$ cat config.mk
export PLATFORM = sky130hd
export DESIGN_NAME = lcd_spi_master
export DESIGN_NICKNAME = d
export VERILOG_FILES = /design/src/rtl/lcd_spi_pkg.sv /design/src/rtl/lcd_spi_fifo.sv /design/src/rtl/lcd_spi_master.sv
export SDC_FILE = /design/constraint.sdc
export NUM_CORES = 1
export LEC_CHECK = 0
export ABC_AREA = 1
export ABC_CLOCK_PERIOD_IN_PS = 2300
export BUFFER_PORTS_ARGS = -buffer_cell sky130_fd_sc_hd__buf_2
export CELL_PAD_IN_SITES_DETAIL_PLACEMENT = 0
export CELL_PAD_IN_SITES_GLOBAL_PLACEMENT = 2
export CORE_ASPECT_RATIO = 0.6
export CORE_UTILIZATION = 37
export DETAILED_ROUTE_END_ITERATION = 8
export GPL_ROUTABILITY_DRIVEN = 0
export GPL_TIMING_DRIVEN = 0
export PLACE_DENSITY = 0.9
export SLEW_MARGIN = 20
export SYNTH_ARGS = -nofsm -noshare
export SYNTH_HDL_FRONTEND = slang
export SYNTH_SLANG_ARGS = --single-unit
$ cat constraint.sdc
create_clock -name clock -period 2.3 [get_ports clock]
set_clock_uncertainty 0.2 [all_clocks]
set_input_delay 0.46 -clock clock [delete_from_list [all_inputs] [get_ports clock]]
set_output_delay 0.46 -clock clock [all_outputs]
set_load 0.05 [all_outputs]
$ cat src/rtl/lcd_spi_pkg.sv
// Shared types and constants for the LCD panel SPI master and its input queue.
package lcd_spi_pkg;

   localparam int BITS_PER_BYTE  = 8;
   localparam int EDGES_PER_BYTE = 2 * BITS_PER_BYTE;

   typedef enum logic [2:0] {
      RESET_PULSE = 3'd0,
      IDLE        = 3'd1,
      LOAD        = 3'd2,
      SHIFT       = 3'd3,
      GAP         = 3'd4
   } state_t;

   typedef struct packed {
      logic                     dc;
      logic [BITS_PER_BYTE-1:0] data;
   } entry_t;

   // Counter width for a terminal count; never zero so one-cycle settings stay legal.
   function automatic int cnt_width(input int terminal);
      return (terminal > 1) ? $clog2(terminal) : 1;
   endfunction

endpackage

$ cat src/rtl/lcd_spi_fifo.sv
// Synchronous entry FIFO with flush; pop_data shows the head combinationally.
module lcd_spi_fifo
   import lcd_spi_pkg::*;
#(
   parameter int DEPTH = 4,
   parameter int CNT_W = $clog2(DEPTH) + 1
) (
   input  logic             clock,
   input  logic             reset_n,
   input  logic             flush,
   input  logic             push,
   input  entry_t           push_data,
   input  logic             pop,
   output entry_t           pop_data,
   output logic             full,
   output logic             empty,
   output logic [CNT_W-1:0] count
);

   localparam int               PTR_W    = $clog2(DEPTH);
   localparam logic [CNT_W-1:0] CNT_FULL = CNT_W'(DEPTH);

   entry_t           mem_r [DEPTH];
   logic [PTR_W-1:0] wr_ptr_r;
   logic [PTR_W-1:0] rd_ptr_r;
   logic [CNT_W-1:0] count_r;
   logic             push_ok_s;
   logic             pop_ok_s;

   assign full      = (count_r == CNT_FULL);
   assign empty     = (count_r == CNT_W'(0));
   assign count     = count_r;
   assign pop_data  = mem_r[rd_ptr_r];
   assign pop_ok_s  = pop & ~empty;
   // A pop in the same cycle frees a slot, so a full queue may still take a push.
   assign push_ok_s = push & (~full | pop_ok_s);

   // Pointer and occupancy bookkeeping; flush returns the queue to empty.
   always_ff @(posedge clock or negedge reset_n) begin
      if (!reset_n) begin
         wr_ptr_r <= PTR_W'(0);
         rd_ptr_r <= PTR_W'(0);
         count_r  <= CNT_W'(0);
      end else if (flush) begin
         wr_ptr_r <= PTR_W'(0);
         rd_ptr_r <= PTR_W'(0);
         count_r  <= CNT_W'(0);
      end else begin
         if (push_ok_s) begin
            wr_ptr_r <= wr_ptr_r + PTR_W'(1);
         end
         if (pop_ok_s) begin
            rd_ptr_r <= rd_ptr_r + PTR_W'(1);
         end
         case ({push_ok_s, pop_ok_s})
            2'b10:   count_r <= count_r + CNT_W'(1);
            2'b01:   count_r <= count_r - CNT_W'(1);
            default: count_r <= count_r;
         endcase
      end
   end

   // Entry storage.
   always_ff @(posedge clock or negedge reset_n) begin
      if (!reset_n) begin
         for (int i = 0; i < DEPTH; i++) begin
            mem_r[i] <= '0;
         end
      end else if (push_ok_s && !flush) begin
         mem_r[wr_ptr_r] <= push_data;
      end
   end

endmodule

$ cat src/rtl/lcd_spi_master.sv
// Byte-stream SPI mode-0 master for the LCD panel: queued (dc, byte) entries,
// chip-select framing across back-to-back bytes, and panel hardware-reset pulse.
module lcd_spi_master
   import lcd_spi_pkg::*;
#(
   parameter int CLK_DIV    = 2,
   parameter int FIFO_DEPTH = 4,
   parameter int RST_CYCLES = 16
) (
   input  logic       clock,
   input  logic       reset_n,
   input  logic       in_valid,
   output logic       in_ready,
   input  logic [7:0] in_data,
   input  logic       in_dc,
   input  logic       soft_rst,
   output logic       spi_clk,
   output logic       spi_mosi,
   output logic       spi_cs,
   output logic       spi_dc,
   output logic       spi_rst,
   output logic       busy,
   output logic       done_irq
);

   localparam int DIV_W  = cnt_width(CLK_DIV);
   localparam int EDGE_W = cnt_width(EDGES_PER_BYTE);
   localparam int RST_W  = cnt_width(RST_CYCLES);
   localparam int CNT_W  = $clog2(FIFO_DEPTH) + 1;

   localparam logic [DIV_W-1:0]  DIV_LAST  = DIV_W'(CLK_DIV - 1);
   localparam logic [EDGE_W-1:0] EDGE_LAST = EDGE_W'(EDGES_PER_BYTE - 1);
   localparam logic [RST_W-1:0]  RST_LAST  = RST_W'(RST_CYCLES - 1);

   state_t                   state_r;
   logic [DIV_W-1:0]         div_cnt_r;
   logic [EDGE_W-1:0]        edge_cnt_r;
   logic [RST_W-1:0]         rst_cnt_r;
   logic [BITS_PER_BYTE-1:0] shift_r;

   entry_t                   in_entry_s;
   entry_t                   head_s;
   logic                     push_s;
   logic                     pop_s;
   logic                     fifo_full_s;
   logic                     fifo_empty_s;
   logic [CNT_W-1:0]         fifo_count_s;

   assign in_entry_s.dc   = in_dc;
   assign in_entry_s.data = in_data;
   assign in_ready        = ~fifo_full_s;
   // soft_rst wins over a coincident push or pop.
   assign push_s          = in_valid & in_ready & ~soft_rst;
   assign pop_s           = (state_r == LOAD) & ~soft_rst;

   lcd_spi_fifo #(
      .DEPTH (FIFO_DEPTH),
      .CNT_W (CNT_W)
   ) u_fifo (
      .clock     (clock),
      .reset_n   (reset_n),
      .flush     (soft_rst),
      .push      (push_s),
      .push_data (in_entry_s),
      .pop       (pop_s),
      .pop_data  (head_s),
      .full      (fifo_full_s),
      .empty     (fifo_empty_s),
      .count     (fifo_count_s)
   );

   // Sequencer: panel reset pulse, byte load, SCLK divider and shifter, framing.
   always_ff @(posedge clock or negedge reset_n) begin
      if (!reset_n) begin
         state_r    <= RESET_PULSE;
         div_cnt_r  <= DIV_W'(0);
         edge_cnt_r <= EDGE_W'(0);
         rst_cnt_r  <= RST_W'(0);
         shift_r    <= {BITS_PER_BYTE{1'b0}};
         spi_clk    <= 1'b0;
         spi_mosi   <= 1'b0;
         spi_cs     <= 1'b1;
         spi_dc     <= 1'b0;
         spi_rst    <= 1'b0;
         busy       <= 1'b1;
         done_irq   <= 1'b0;
      end else if (soft_rst) begin
         state_r    <= RESET_PULSE;
         div_cnt_r  <= DIV_W'(0);
         edge_cnt_r <= EDGE_W'(0);
         rst_cnt_r  <= RST_W'(0);
         shift_r    <= {BITS_PER_BYTE{1'b0}};
         spi_clk    <= 1'b0;
         spi_mosi   <= 1'b0;
         spi_cs     <= 1'b1;
         spi_dc     <= 1'b0;
         spi_rst    <= 1'b0;
         busy       <= 1'b1;
         done_irq   <= 1'b0;
      end else begin
         done_irq <= 1'b0;
         case (state_r)
            RESET_PULSE: begin
               if (rst_cnt_r == RST_LAST) begin
                  spi_rst <= 1'b1;
                  busy    <= 1'b0;
                  state_r <= IDLE;
               end else begin
                  rst_cnt_r <= rst_cnt_r + RST_W'(1);
               end
            end
            IDLE: begin
               if (!fifo_empty_s) begin
                  busy    <= 1'b1;
                  state_r <= LOAD;
               end else begin
                  busy <= 1'b0;
               end
            end
            LOAD: begin
               spi_cs     <= 1'b0;
               spi_dc     <= head_s.dc;
               spi_mosi   <= head_s.data[BITS_PER_BYTE-1];
               shift_r    <= head_s.data;
               spi_clk    <= 1'b0;
               div_cnt_r  <= DIV_W'(0);
               edge_cnt_r <= EDGE_W'(0);
               state_r    <= SHIFT;
            end
            SHIFT: begin
               if (div_cnt_r == DIV_LAST) begin
                  div_cnt_r <= DIV_W'(0);
                  spi_clk   <= ~spi_clk;
                  // Falling edge: present the next bit so it is stable at the next rise.
                  if (spi_clk) begin
                     spi_mosi <= shift_r[BITS_PER_BYTE-2];
                     shift_r  <= {shift_r[BITS_PER_BYTE-2:0], 1'b0};
                  end
                  if (edge_cnt_r == EDGE_LAST) begin
                     edge_cnt_r <= EDGE_W'(0);
                     if (fifo_count_s == CNT_W'(0)) begin
                        state_r <= GAP;
                     end else begin
                        state_r <= LOAD;
                     end
                  end else begin
                     edge_cnt_r <= edge_cnt_r + EDGE_W'(1);
                  end
               end else begin
                  div_cnt_r <= div_cnt_r + DIV_W'(1);
               end
            end
            GAP: begin
               spi_cs   <= 1'b1;
               spi_clk  <= 1'b0;
               done_irq <= 1'b1;
               busy     <= 1'b0;
               state_r  <= IDLE;
            end
            default: begin
               state_r   <= RESET_PULSE;
               rst_cnt_r <= RST_W'(0);
               spi_clk   <= 1'b0;
               spi_cs    <= 1'b1;
               spi_rst   <= 1'b0;
               busy      <= 1'b1;
            end
         endcase
      end
   end

endmodule

# Word level (Yosys, flattened, before mapping)
# Index checks and enable logic that the tools add are counted.
classes:
  addsub: 7
  order_cmp: 3
  n_eq_ne: 19
  n_mux: 53
  bitwise: 12
  n_reduce_logical: 21
ops:
  columns: ["cell", "count"]
  rows:
  - ["$bwmux W36", 1]
  - ["$mux W9", 3]
  - ["$mux W3", 7]
  - ["$mux W7", 3]
  - ["$mux W4", 5]
  - ["$bmux W9 S2", 1]
  - ["$demux W9 S2", 1]
  - ["$ne A3 B3 Y1 const B", 6]
  - ["$mux W1", 17]
  - ["$pmux W4 S2", 2]
  - ["$pmux W3 S5", 1]
  - ["$pmux W7 S2", 1]
  - ["$pmux W1 S2", 5]
  - ["$reduce_and A2 Y1", 5]
  - ["$add A4 B1 Y4 const B", 2]
  - ["$eq A4 B4 Y1 const B", 2]
  - ["$mux W2", 4]
  - ["$ne A2 B1 Y1 const B", 4]
  - ["$eq A3 B2 Y1 const B", 2]
  - ["$eq A3 B3 Y1 const B", 2]
  - ["$ge A3 B3 Y1 const B", 2]
  - ["$logic_not A3 Y1", 2]
  - ["$not A2 Y3", 2]
  - ["$pmux W3 S2", 1]
  - ["other kinds (21)", 34]
word_totals:
  reg_bits: 69
  in_bits: 13
  output_inout_bits: 8
  elab_cells: 138

# Longest topological paths before layout
# Gate-level depths: netlist (run 1).
logic_depth:
  depth_word: 8
  mapped_depth: 14
  mapped_depth_nobuf: 13

# Modules after synthesis
# From an unflattened synthesis (run 1), not the netlist that was laid out.
hier_totals:
  cells_unflattened: 470
  hier_area_um2: 3649.8
by_module_without_submodules:
  columns: ["module", "instances", "cells_per_inst", "area_per_inst_um2", "seq_area_each_um2"]
  rows:
  - ["lcd_spi_fifo", 1, 264, 2180.8, 1076.0]
  - ["lcd_spi_master", 1, 206, 1468.9, 653.1]

# Worst setup path after synthesis (run 1)
# Ideal clock, no wire load.
synth_path:
  kind: "register to register"
  start: "register u_fifo.count_r[0] (netlist: u_fifo.count[0])"
  end: "register u_fifo.count_r[2] (netlist: u_fifo.count[2])"
  setup_ns: 0.126
  t_arrival_ns: 1.743
  t_required_ns: 1.974
  setup_slack_ns: 0.231
  stages_incl_launch_ff: 13
  n_path_buf: 0
  synth_period_minus_slack_ns: 2.069
  cell_sequence: "dfrtp_1 nor2_1 nand2_2 nand2_4 nand3_1 inv_1 fa_1 inv_1 nand2_1 nand2_1 nand4_1 nand2_1 o21ai_0"
synth_between:
  elab_chain_cells: 8
  elab_cells_between_ends: 16
  classes_between: "add/sub (2); eq/ne (3); mux (2); bitwise (7); reduce/logical (2)"
synth_rtl:
  columns: ["element", "line_no", "source"]
  rows:
  - ["from (decl)", "lcd_spi_fifo.sv:26", "logic [CNT_W-1:0] count_r;"]
  - ["from (signal assigned)", "lcd_spi_fifo.sv:56", "2'b10: count_r <= count_r + CNT_W'(1);"]
  - ["from (signal assigned)", "lcd_spi_fifo.sv:57", "2'b01: count_r <= count_r - CNT_W'(1);"]
  - ["from (signal assigned)", "lcd_spi_fifo.sv:58", "default: count_r <= count_r;"]
  - ["$eq A3 B3 Y1 *", "lcd_spi_fifo.sv:30", "assign full = (count_r == CNT_FULL);"]
  - ["$not A1 Y1 *", "lcd_spi_master.sv:51", "assign in_ready = ~fifo_full_s;"]
  - ["named net in_ready", "lcd_spi_master.sv:13", "output logic in_ready,"]
  - ["$and A1 B1 Y1 (2 in a row)", "lcd_spi_master.sv:53", "assign push_s = in_valid & in_ready & ~soft_rst;"]
  - ["$and A1 B1 Y1 *", "lcd_spi_fifo.sv:36", "assign push_ok_s = push & (~full | pop_ok_s);"]
  - ["$eq A2 B1 Y1 or $eq A2 B2 Y1 (tied branches)", "lcd_spi_fifo.sv:55", "case ({push_ok_s, pop_ok_s})"]
  - ["$pmux W3 S2", "lcd_spi_fifo.sv:55", null]
  - ["$mux W3", "lcd_spi_fifo.sv:44", "end else if (flush) begin"]
# Mark *: on every way through the listed nets, which the timed path passes. The rest lies on a longest branch.
# A chain may end at the register's enable or synchronous reset.

# Worst setup path in the final report (run 1)
layout_path:
  start: "register u_fifo.count_r[0] (netlist: u_fifo.count[0])"
  end: "register u_fifo.count_r[2] (netlist: u_fifo.count[2])"
layout_between:
  elab_chain_cells: 8
  elab_cells_between_ends: 16
  classes_between: "add/sub (2); eq/ne (3); mux (2); bitwise (7); reduce/logical (2)"
layout_rtl:
  columns: ["element", "line_no"]
  rows:
  - ["$eq A3 B3 Y1 or $logic_not A3 Y1 (tied branches)", "lcd_spi_fifo.sv:30, lcd_spi_fifo.sv:31"]
  - ["$not A1 Y1 (on tied branches)", "lcd_spi_fifo.sv:36, lcd_spi_master.sv:51, lcd_spi_fifo.sv:34"]
  - ["$and A1 B1 Y1 (on tied branches)", "lcd_spi_master.sv:53, lcd_spi_fifo.sv:34"]
  - ["$and A1 B1 Y1 or $or A1 B1 Y1 (tied branches)", "lcd_spi_master.sv:53, lcd_spi_fifo.sv:36"]
  - ["$and A1 B1 Y1", "lcd_spi_fifo.sv:36"]
  - ["$eq A2 B1 Y1 or $eq A2 B2 Y1 (tied branches)", "lcd_spi_fifo.sv:55"]
  - ["$pmux W3 S2", "lcd_spi_fifo.sv:55"]
  - ["$mux W3", "lcd_spi_fifo.sv:44"]
# Several ways; a longest one is shown, not always the timed one.

==> flow_metrics.tcl, run 1 <==
set metrics [dict create \
    status "finished clean" \
    synth_area_leaders "dfrtp_1 (48%), nand2_1 (14%), o21ai_0 (5.4%), nor2_1 (4.5%), o21ai_1 (4.1%)" \
    final-setup-viol-count 0 \
    power_leakage_nw 2.08 \
    ys_ff_latch 69 \
    htreeDepth 3 \
    yosys.cell_types.count 34 \
    path_clk_slew_ps 50 \
    synth.avg_cell_area_um2 8.20 \
    worstPathArrival_ps 2080 \
    seq_area_frac_synth 0.494 \
    grt_pass1_wl_um 14100 \
    syn_nets 447 \
    via_count 2848 \
    dpl.hpwl_um 5760 \
    async_flop_share 1.00 \
    grt_setup_unrepaired "no" \
    grt.total_usage 0.188 \
    drc 0 \
    yosysTopAreaCell "dfrtp_1" \
    finalSetupTns_ps 0 \
    initial_utilization 0.381 \
    final_nets 479 \
    drtAntennaViolNets 0 \
    hold_class "in2reg" \
    post-cts-setup-buffers 0 \
    ir_drop_v 0.000450 \
    die_width_um 128 \
    clockBufferDepth 2 \
    regArea_um2 1730 \
    dieArea_um2 9870 \
    routed_via_density 4.79 \
    fin_crit_sh 0.894 \
    fmax_ghz 0.486 \
    wl_per_cell_um 13.8 \
    yosysWarnings 0 \
    cts_buffers 9 \
    insertion_delay_ps 340 \
    worst_slew_pin_slew_ps 573 \
    cts_tree "built" \
    die_h_um 77.4 \
    first_iter_violations 217 \
    criticalPathCategory "reg2reg" \
    whs_ps 223 \
    r2r_slack_ps 240 \
    finalHoldViolCount 0 \
    rows 27 \
    drive_gt1_frac 0.153 \
    antenna_found_initial 0 \
    crit_required_ps 2320 \
    routed_wl_um 8210 \
    multi_input_area_um2 1550 \
    synth_common_cells "nand2_1 (135), dfrtp_1 (67), nor2_1 (42)" \
    power_density_nw_per_um2 1160 \
    clkSinkCount 69 \
    synth.most_common_cell "nand2_1" \
    relSlewSlack 0.618 \
    fin_crit_ps 2060 \
    synthCells 427 \
    synth_edf_count 0 \
    core_um2 9190 \
    fillers 949 \
    grt_max_degree 42 \
    port_buffers 19 \
    pin_count 21 \
    path_max_fanout 6 \
    cts-root-buf "clkbuf_16" \
    grt_pass1_vias 2718 \
    cap_viol_max_count 0 \
    finalMaxSlewViolations 0 \
    grt_remaining_overflow 0 \
    n_antenna_cell 0 \
    area_growth_pct 15.9 \
    synth_top_area_share 0.479 \
    worstSetupEndpointType "register" \
    synth_ff_type "dfrtp_1" \
    first_pass_iters 5 \
    startpoint_type "register" \
    netlist_area_um2 3500 \
]
area by class of cell:
class,count,area share
sequential,69,0.426
multi-input combinational,309,0.383
clock buffer,14,0.0601
tap,130,0.0401
inverter,37,0.0348
timing repair buffer,21,0.0314
buffer,12,0.0222
clock inverter,2,0.00247
power breakdown:
part	total (mW)	leakage [nW]	switching, mW	internal [mW]
logic	1.55	1.06	1.02	0.536
clock network	1.23	0.125	0.502	0.728
registers	1.91	0.899	0.259	1.65
critical path: stages, from the launching register on:
cell     delay (ps)
dfrtp_1         450
nor2_4          170
nand2_2         120
nand3_1         120
inv_1            70
fa_1            400
inv_1            70
nand2_1          40
nand2_1          70
nand4_1          90
nand2_1          80
o21ai_1          70
final timing paths:
check,depth (start not counted),startpoint,to
min,3,in_data[0],u_fifo.mem_r[9]$_DFFE_PN0P_
max in group asynchronous,3,reset_n,spi_cs$_DFFE_PN1P_
max,11,u_fifo.count[0]$_DFFE_PN0P_,u_fifo.count[2]$_DFFE_PN0P_
min in group asynchronous,2,reset_n,u_fifo.mem_r[28]$_DFFE_PN0P_
max reg2reg,11,u_fifo.count[0]$_DFFE_PN0P_,u_fifo.count[2]$_DFFE_PN0P_
min reg2reg,2,spi_cs$_DFFE_PN1P_,spi_cs$_DFFE_PN1P_
through the flow:
step                worst slack [ps]  cell area (um^2)  utilization  instances  power (mW)
floorplan                        231              3500            -        427        3.06
global placement                49.4              3760        0.409        576        3.43
detailed placement              65.0              3780        0.412        577        3.46
CTS                             52.9              4050        0.441        594        4.72
global route                    46.5              4060        0.442        594        5.07
finish                           244              4060        0.442        594        4.69
metal layers:
layer	track usage	wire length (um)
met2	0.256	3240
met4	0.0635	68
met3	0.0510	352
met5	0	0
met1	0.283	4560
flip-flops by register name, indices dropped and copies added (netlist names), 2 cells and up:
name and count:
u_fifo.mem_r 36, shift_r 7, edge_cnt_r 4, rst_cnt_r 4
state_r 3, u_fifo.count 3, u_fifo.rd_ptr_r 2, u_fifo.wr_ptr_r 2
repair_timing:
item / CTS / global route
hold endpoints to repair: 27 / 0
cloned: 0 / 0
setup endpoints to repair: 1 / 1
pin swaps: 0 / 0
hold buffers: 1 / 0
resized for setup: 1 / 4
kinds of logic after synthesis:
kind of cell / count (synthesis) / synth area share
simple gates: 217 / 0.282
fa+ha+maj: 7 / 0.0271
xor+xnor: 1 / 0.00250
compound gates: 84 / 0.129
flops: 69 / 0.494
buf+inv: 49 / 0.0661
cell usage in the layout, fill, tap and decap left out, types with 2 or more instances in the layout:
cell type / n
nand2_1: 134
clkbuf_1: 7
a21oi_1: 7
nand3_4: 2
buf_2: 21
o31ai_1: 3
dfrtp_1: 66
o21ai_0: 37
o211ai_1: 2
o22ai_1: 2
o21ai_1: 30
buf_4: 4
nand4_1: 2
nor2_4: 4
nand2_2: 6
inv_1: 31
clkbuf_16: 9
dfstp_2: 2
nor2_1: 41
buf_6: 4
nand2_4: 6
nand3_1: 17
clkinv_2: 2
nor2_8: 2
ha_1: 6
inv_2: 4
Note: power is estimated with default switching activity, not from simulation.
==> run 2: changes to the inputs <==
--- a/config.mk
+++ b/config.mk
@@ -6,16 +6,16 @@
 export NUM_CORES = 1
 export LEC_CHECK = 0
 export ABC_AREA = 1
-export ABC_CLOCK_PERIOD_IN_PS = 2300
+export ABC_CLOCK_PERIOD_IN_PS = 2500
 export BUFFER_PORTS_ARGS = -buffer_cell sky130_fd_sc_hd__buf_2
 export CELL_PAD_IN_SITES_DETAIL_PLACEMENT = 0
 export CELL_PAD_IN_SITES_GLOBAL_PLACEMENT = 2
 export CORE_ASPECT_RATIO = 0.6
-export CORE_UTILIZATION = 37
+export CORE_UTILIZATION = 39
 export DETAILED_ROUTE_END_ITERATION = 8
 export GPL_ROUTABILITY_DRIVEN = 0
 export GPL_TIMING_DRIVEN = 0
-export PLACE_DENSITY = 0.9
+export PLACE_DENSITY = 0.93
 export SLEW_MARGIN = 20
 export SYNTH_ARGS = -nofsm -noshare
 export SYNTH_HDL_FRONTEND = slang
==> constraint.sdc (replaced) <==
create_clock -name clock -period 2.5 [get_ports clock]
set_clock_uncertainty 0.2 [all_clocks]
set_input_delay 0.375 -clock clock [delete_from_list [all_inputs] [get_ports clock]]
set_output_delay 0.375 -clock clock [all_outputs]
set_load 0.05 [all_outputs]
==> run 2 against run 1 <==
Via count decreased by 0.18%. Global-route usage increased by 0.92 points. Count of clock-buffer cells in the layout decreased by 3. Utilization increased by 3.3 points. Cell count decreased by 3.0%. Worst hold slack got worse by 81 ps. Combinational power decreased by 7%. Non-clock buffer count unchanged. Highest routed layer unchanged. Wire length increased by 2.8%. Setup slack improved by 130 ps.
==> flow_metrics.tcl, run 2 (synthesized netlist as in run 1, its figures left out) <==
set metrics [dict create \
    reg_top3 "u_fifo.mem_r (36), shift_r (7)" \
    relSlewSlack 0.642 \
    n_antenna_cell 0 \
    finalHoldViolCount 0 \
    whs_ps 142 \
    rows 26 \
    fin_crit_sh 0.851 \
    use_met1 0.294 \
    hold_class "in2reg" \
    clockBufferDepth 2 \
    htreeDepth 3 \
    routed_wl_um 8440 \
    wl_per_cell_um 14.6 \
    drive_gt1_frac 0.157 \
    startpoint_type "register" \
    final-setup-viol-count 0 \
    cts_tree "built" \
    status "finished clean" \
    finalSetupTns_ps 0 \
    gr-usage-met3 0.0555 \
    final_util 0.475 \
    first_pass_iters 4 \
    fmax_ghz 0.470 \
    instances_no_fill 576 \
    cap_viol_max_count 0 \
    dieArea_um2 9380 \
    hold_depth 3 \
    worst_slew_pin_slew_ps 537 \
    grt_max_degree 53 \
    antenna_found_initial 0 \
    drc 0 \
    crit_required_ps 2550 \
    insertion_delay_ps 330 \
    via_count 2843 \
    initial_utilization 0.406 \
    die_h_um 75.4 \
    finalMaxSlewViolations 0 \
    cts_buffers 9 \
    grt.total_usage 0.197 \
    power_leakage_nw 2.11 \
    ir_drop_v 0.000396 \
    final_nets 479 \
    pin_count 21 \
    reg2reg_depth 12 \
    layout_commonest_cell "nand2_1" \
    drtAntennaViolNets 0 \
    power_density_nw_per_um2 1110 \
    worstPathArrival_ps 2170 \
    clkSinkCount 69 \
    grt_pass1_vias 2602 \
    cts-root-buf "clkbuf_16" \
    layout_common_cells "nand2_1 (134), dfrtp_1 (67), nor2_1 (41)" \
    core_um2 8620 \
    gr-usage-met2 0.270 \
    port_buffers 19 \
    grt_pass1_wl_um 13800 \
    path_max_fanout 6 \
    grt_setup_unrepaired "no" \
    placed_cells 559 \
    path_clk_slew_ps 60 \
    fin_crit_ps 2130 \
    criticalPathCategory "reg2reg" \
    routed_via_density 4.94 \
    dpl.hpwl_um 5970 \
    grt_remaining_overflow 0 \
    largest_reg_flops 36 \
    regMostFlops "u_fifo.mem_r" \
    r2r_slack_ps 370 \
    first_iter_violations 181 \
    top_usage_layer "met1" \
    die_width_um 124 \
    area_growth_pct 16.8 \
    worstSetupEndpointType "register" \
]
==> run 2: cell count changes in the layout (fill, tap and decap cells not counted), sizes merged <==
| cell | before | now |
|---|---|---|
| clkinv | 3 | 4 |
| bufinv | 0 | 2 |
| clkbuf | 16 | 13 |
==> run 2: final cells by class <==
type	instances	area (um^2)
flip-flops and latches	69	1730
well taps	112	140
repair buffers	21	135
clock inverters	5	75.1
multi-input cells	309	1550
fillers	859	4530
plain buffers	12	90.1
inverters	37	141
clock buffers	11	233
==> run 2: timing repair <==
item                                    4_1_cts  5_1_grt
endpoints found under the hold margin        17        0
setup buffers                                 0        0
resized for setup                             0        2
hold buffers                                  1        0
endpoints found under the setup margin        0        1
==> run 2: per-stage QoR <==
step	worst slack (ps)	area [um^2]	power, mW
3_3_place_gp	246	3740	3.15
2_1_floorplan	431	3500	2.82
3_5_place_dp	242	3770	3.19
6_report	372	4090	4.52
4_1_cts	219	4090	4.56
5_1_grt	82.1	4090	4.87
==> run 2: critical path: stages, from the launching register on <==
cell     delay [ps]
dfrtp_1         430
nor2_2          210
nand2_2         140
nand3_1         130
inv_1            60
fa_1            380
inv_1            70
nand2_1          40
nand2_1          70
inv_1            40
nand2_1          50
nand2_1          50
o21ai_0         170
==> run 2: power by group <==
group / switching, mW / leakage, nW / internal (mW)
Sequential: 0.237 / 0.900 / 1.52
Combinational: 0.952 / 1.06 / 0.488
Clock: 0.461 / 0.153 / 0.868
==> run 2: path summary, 6_finish.rpt <==
kind	start	to
setup reg to reg	u_fifo.count[0]$_DFFE_PN0P_	u_fifo.count[2]$_DFFE_PN0P_
hold reg to reg	spi_cs$_DFFE_PN1P_	spi_cs$_DFFE_PN1P_
max in group asynchronous	reset_n	u_fifo.mem_r[29]$_DFFE_PN0P_
setup / recovery	u_fifo.count[0]$_DFFE_PN0P_	u_fifo.count[2]$_DFFE_PN0P_
hold / removal	in_data[0]	u_fifo.mem_r[0]$_DFFE_PN0P_
min in group asynchronous	reset_n	rst_cnt_r[0]$_DFFE_PN0P_
==> run 2: routing by layer <==
metal / part of all wire / up-vias / wire length, um
met5: 0 / - / 0
met4: 0.0040 / 0 / 34
met3: 0.050 / 2 / 425
met2: 0.40 / 60 / 3360
met1: 0.55 / 1340 / 4620
li1: - / 1441 / -
==> run 3: changes to the inputs <==
--- a/config.mk
+++ b/config.mk
@@ -16,7 +16,6 @@
 export GPL_ROUTABILITY_DRIVEN = 0
 export GPL_TIMING_DRIVEN = 0
 export PLACE_DENSITY = 0.93
-export SLEW_MARGIN = 20
 export SYNTH_ARGS = -nofsm -noshare
 export SYNTH_HDL_FRONTEND = slang
 export SYNTH_SLANG_ARGS = --single-unit
==> constraint.sdc (replaced) <==
create_clock -name clock -period 2.5 [get_ports clock]
set_clock_uncertainty 0.2 [all_clocks]
set_input_delay 0.125 -clock clock [delete_from_list [all_inputs] [get_ports clock]]
set_output_delay 0.125 -clock clock [all_outputs]
set_load 0.05 [all_outputs]
==> run 3 against run 2 <==
Worst hold slack gained 110 ps. Setup slack lost 78 ps. Register-to-register slack lost 80 ps. Sequential power is essentially flat. Sequential cell count is the same. Count of clock-buffer cells in the layout grew 3. Global-route usage shrank 0.19 points. Non-clock buffer count grew 10. Utilization grew 0.60 points. Total power shrank 3.1%. Maximum frequency shrank 3.5%. Largest power group unchanged.
==> flow_metrics.tcl, run 3 (synthesized netlist as in run 1, its figures left out) <==
set metrics [dict create \
    status "finished clean" \
    ir_drop_v 0.000424 \
    layout_commonest_cell "nand2_1" \
    grt_setup_unrepaired "no" \
    crit_required_ps 2510 \
    port_buffers 19 \
    fmax_ghz 0.453 \
    final_nets 489 \
    worst_slew_pin_slew_ps 911 \
    grt_remaining_overflow 0 \
    first_pass_iters 4 \
    n_antenna_cell 0 \
    die_h_um 75.4 \
    area_growth_pct 18.2 \
    drive_gt1_frac 0.148 \
    antenna_found_initial 0 \
    topRoutingLayerUsed "met4" \
    clockBufferDepth 2 \
    hold_class "in2async" \
    drc 0 \
    endpoint "u_fifo.count[2]$_DFFE_PN0P_" \
    path_max_fanout 6 \
    fin_crit_sh 0.882 \
    layout_common_cells "nand2_1 (134), dfrtp_1 (67), nor2_1 (42)" \
    r2r_slack_ps 290 \
    pin_count 21 \
    finalSetupTns_ps 0 \
    post-cts-setup-buffers 0 \
    cts_buffers 9 \
    finalMaxSlewViolations 0 \
    r2r_start "u_fifo.count[0]$_DFFE_PN0P_" \
    placed_cell_area_um2 3740 \
    die_width_um 124 \
    core_um2 8620 \
    routed_via_density 4.94 \
    first_iter_violations 164 \
    worstPathArrival_ps 2220 \
    finalPower_mw 4.38 \
    cp-startpoint "u_fifo.count[0]$_DFFE_PN0P_" \
    grt_pass1_wl_um 13800 \
    power_leakage_nw 2.13 \
    r2r_end "u_fifo.count[2]$_DFFE_PN0P_" \
    via_count 2888 \
    wl_met3_um 440 \
    startpoint_type "register" \
    grt_max_degree 70 \
    drtAntennaViolNets 0 \
    dpl.hpwl_um 5830 \
    initial_utilization 0.406 \
    whs_ps 252 \
    relSlewSlack 0.392 \
    final_cell_area_um2 4140 \
    htreeDepth 3 \
    cts_tree "built" \
    insertion_delay_ps 330 \
    final-setup-viol-count 0 \
    cts-root-buf "clkbuf_16" \
    rows 26 \
    wl_per_cell_um 14.4 \
    reg2reg_depth 11 \
    fillers 867 \
    finalHoldViolCount 0 \
    grt_pass1_vias 2596 \
    fin_crit_ps 2210 \
    regMostFlops "u_fifo.mem_r" \
    routed_wl_um 8420 \
    power_density_nw_per_um2 1060 \
    wl_met2_um 3310 \
    largest_reg_flops 36 \
    criticalPathCategory "reg2reg" \
    worstSetupEndpointType "register" \
    path_clk_slew_ps 50 \
    grt.total_usage 0.195 \
    dieArea_um2 9380 \
    reg_top3 "u_fifo.mem_r (36), shift_r (7)" \
    wl_met1_um 4630 \
    cap_viol_max_count 0 \
    clkSinkCount 69 \
]
==> run 3: metrics by stage <==
stage / instances / setup slack, ps / utilization
after floorplan: 427 / 431 / -
after detailed placement: 558 / 257 / 0.434
after global routing: 585 / 58.4 / 0.481
after CTS: 585 / 236 / 0.480
final: 585 / 294 / 0.481
after global placement: 558 / 246 / 0.434
==> run 3: cell type report <==
cell class / instances / area (um^2) / share of cell area
Buffer: 12 / 90.1 / 0.0217
Inverter: 37 / 141 / 0.0341
Clock buffer: 14 / 274 / 0.0661
Timing Repair Buffer: 31 / 218 / 0.0526
Tap cell: 112 / 140 / 0.0338
Clock inverter: 1 / 5.00 / 0.00121
Multi-Input combinational cell: 309 / 1550 / 0.373
Sequential cell: 69 / 1730 / 0.417
==> run 3: report_power, final <==
part / internal [mW] / total [mW] / switching (mW) / leakage [nW]
combinational: 0.494 / 1.44 / 0.947 / 1.09
sequential: 1.52 / 1.75 / 0.231 / 0.900
clock: 0.746 / 1.20 / 0.449 / 0.139
total: 2.76 / 4.38 / 1.63 / 2.13
==> run 3: how the worst min path moves through the flow <==
stage	start	to	slack [ps]
floorplan	reset_n	div_cnt_r$_DFFE_PN0P_	-370
global placement	in_data[0]	u_fifo.mem_r[0]$_DFFE_PN0P_	230
detailed placement	reset_n	rst_cnt_r[3]$_DFFE_PN0P_	110
CTS	spi_cs$_DFFE_PN1P_	spi_cs$_DFFE_PN1P_	270
global route	u_fifo.mem_r[19]$_DFFE_PN0P_	u_fifo.mem_r[19]$_DFFE_PN0P_	300
finish	reset_n	rst_cnt_r[3]$_DFFE_PN0P_	250
==> run 3: layer usage <==
layer | vias to the layer above | track usage
li1 | 1453 | -
met1 | 1378 | 0.298
met2 | 53 | 0.266
met3 | 4 | 0.0548
met4 | 0 | 0.0522
met5 | - | 0
==> run 3: worst max-delay path, cell delays in order, from the launching register on <==
cell     delay [ps]
dfrtp_1         420
nor2_1          280
nand2_2         170
nand3_1         140
inv_1            60
fa_1            380
inv_1            60
nand2_1          40
nand2_1          70
nand4_1         100
nand2_1          80
o21ai_0          90
==> run 3: timing repair <==
action	in CTS	in global routing
resized for setup	0	1
setup endpoints to repair	0	1
hold endpoints to repair	112	0
hold buffers	12	0
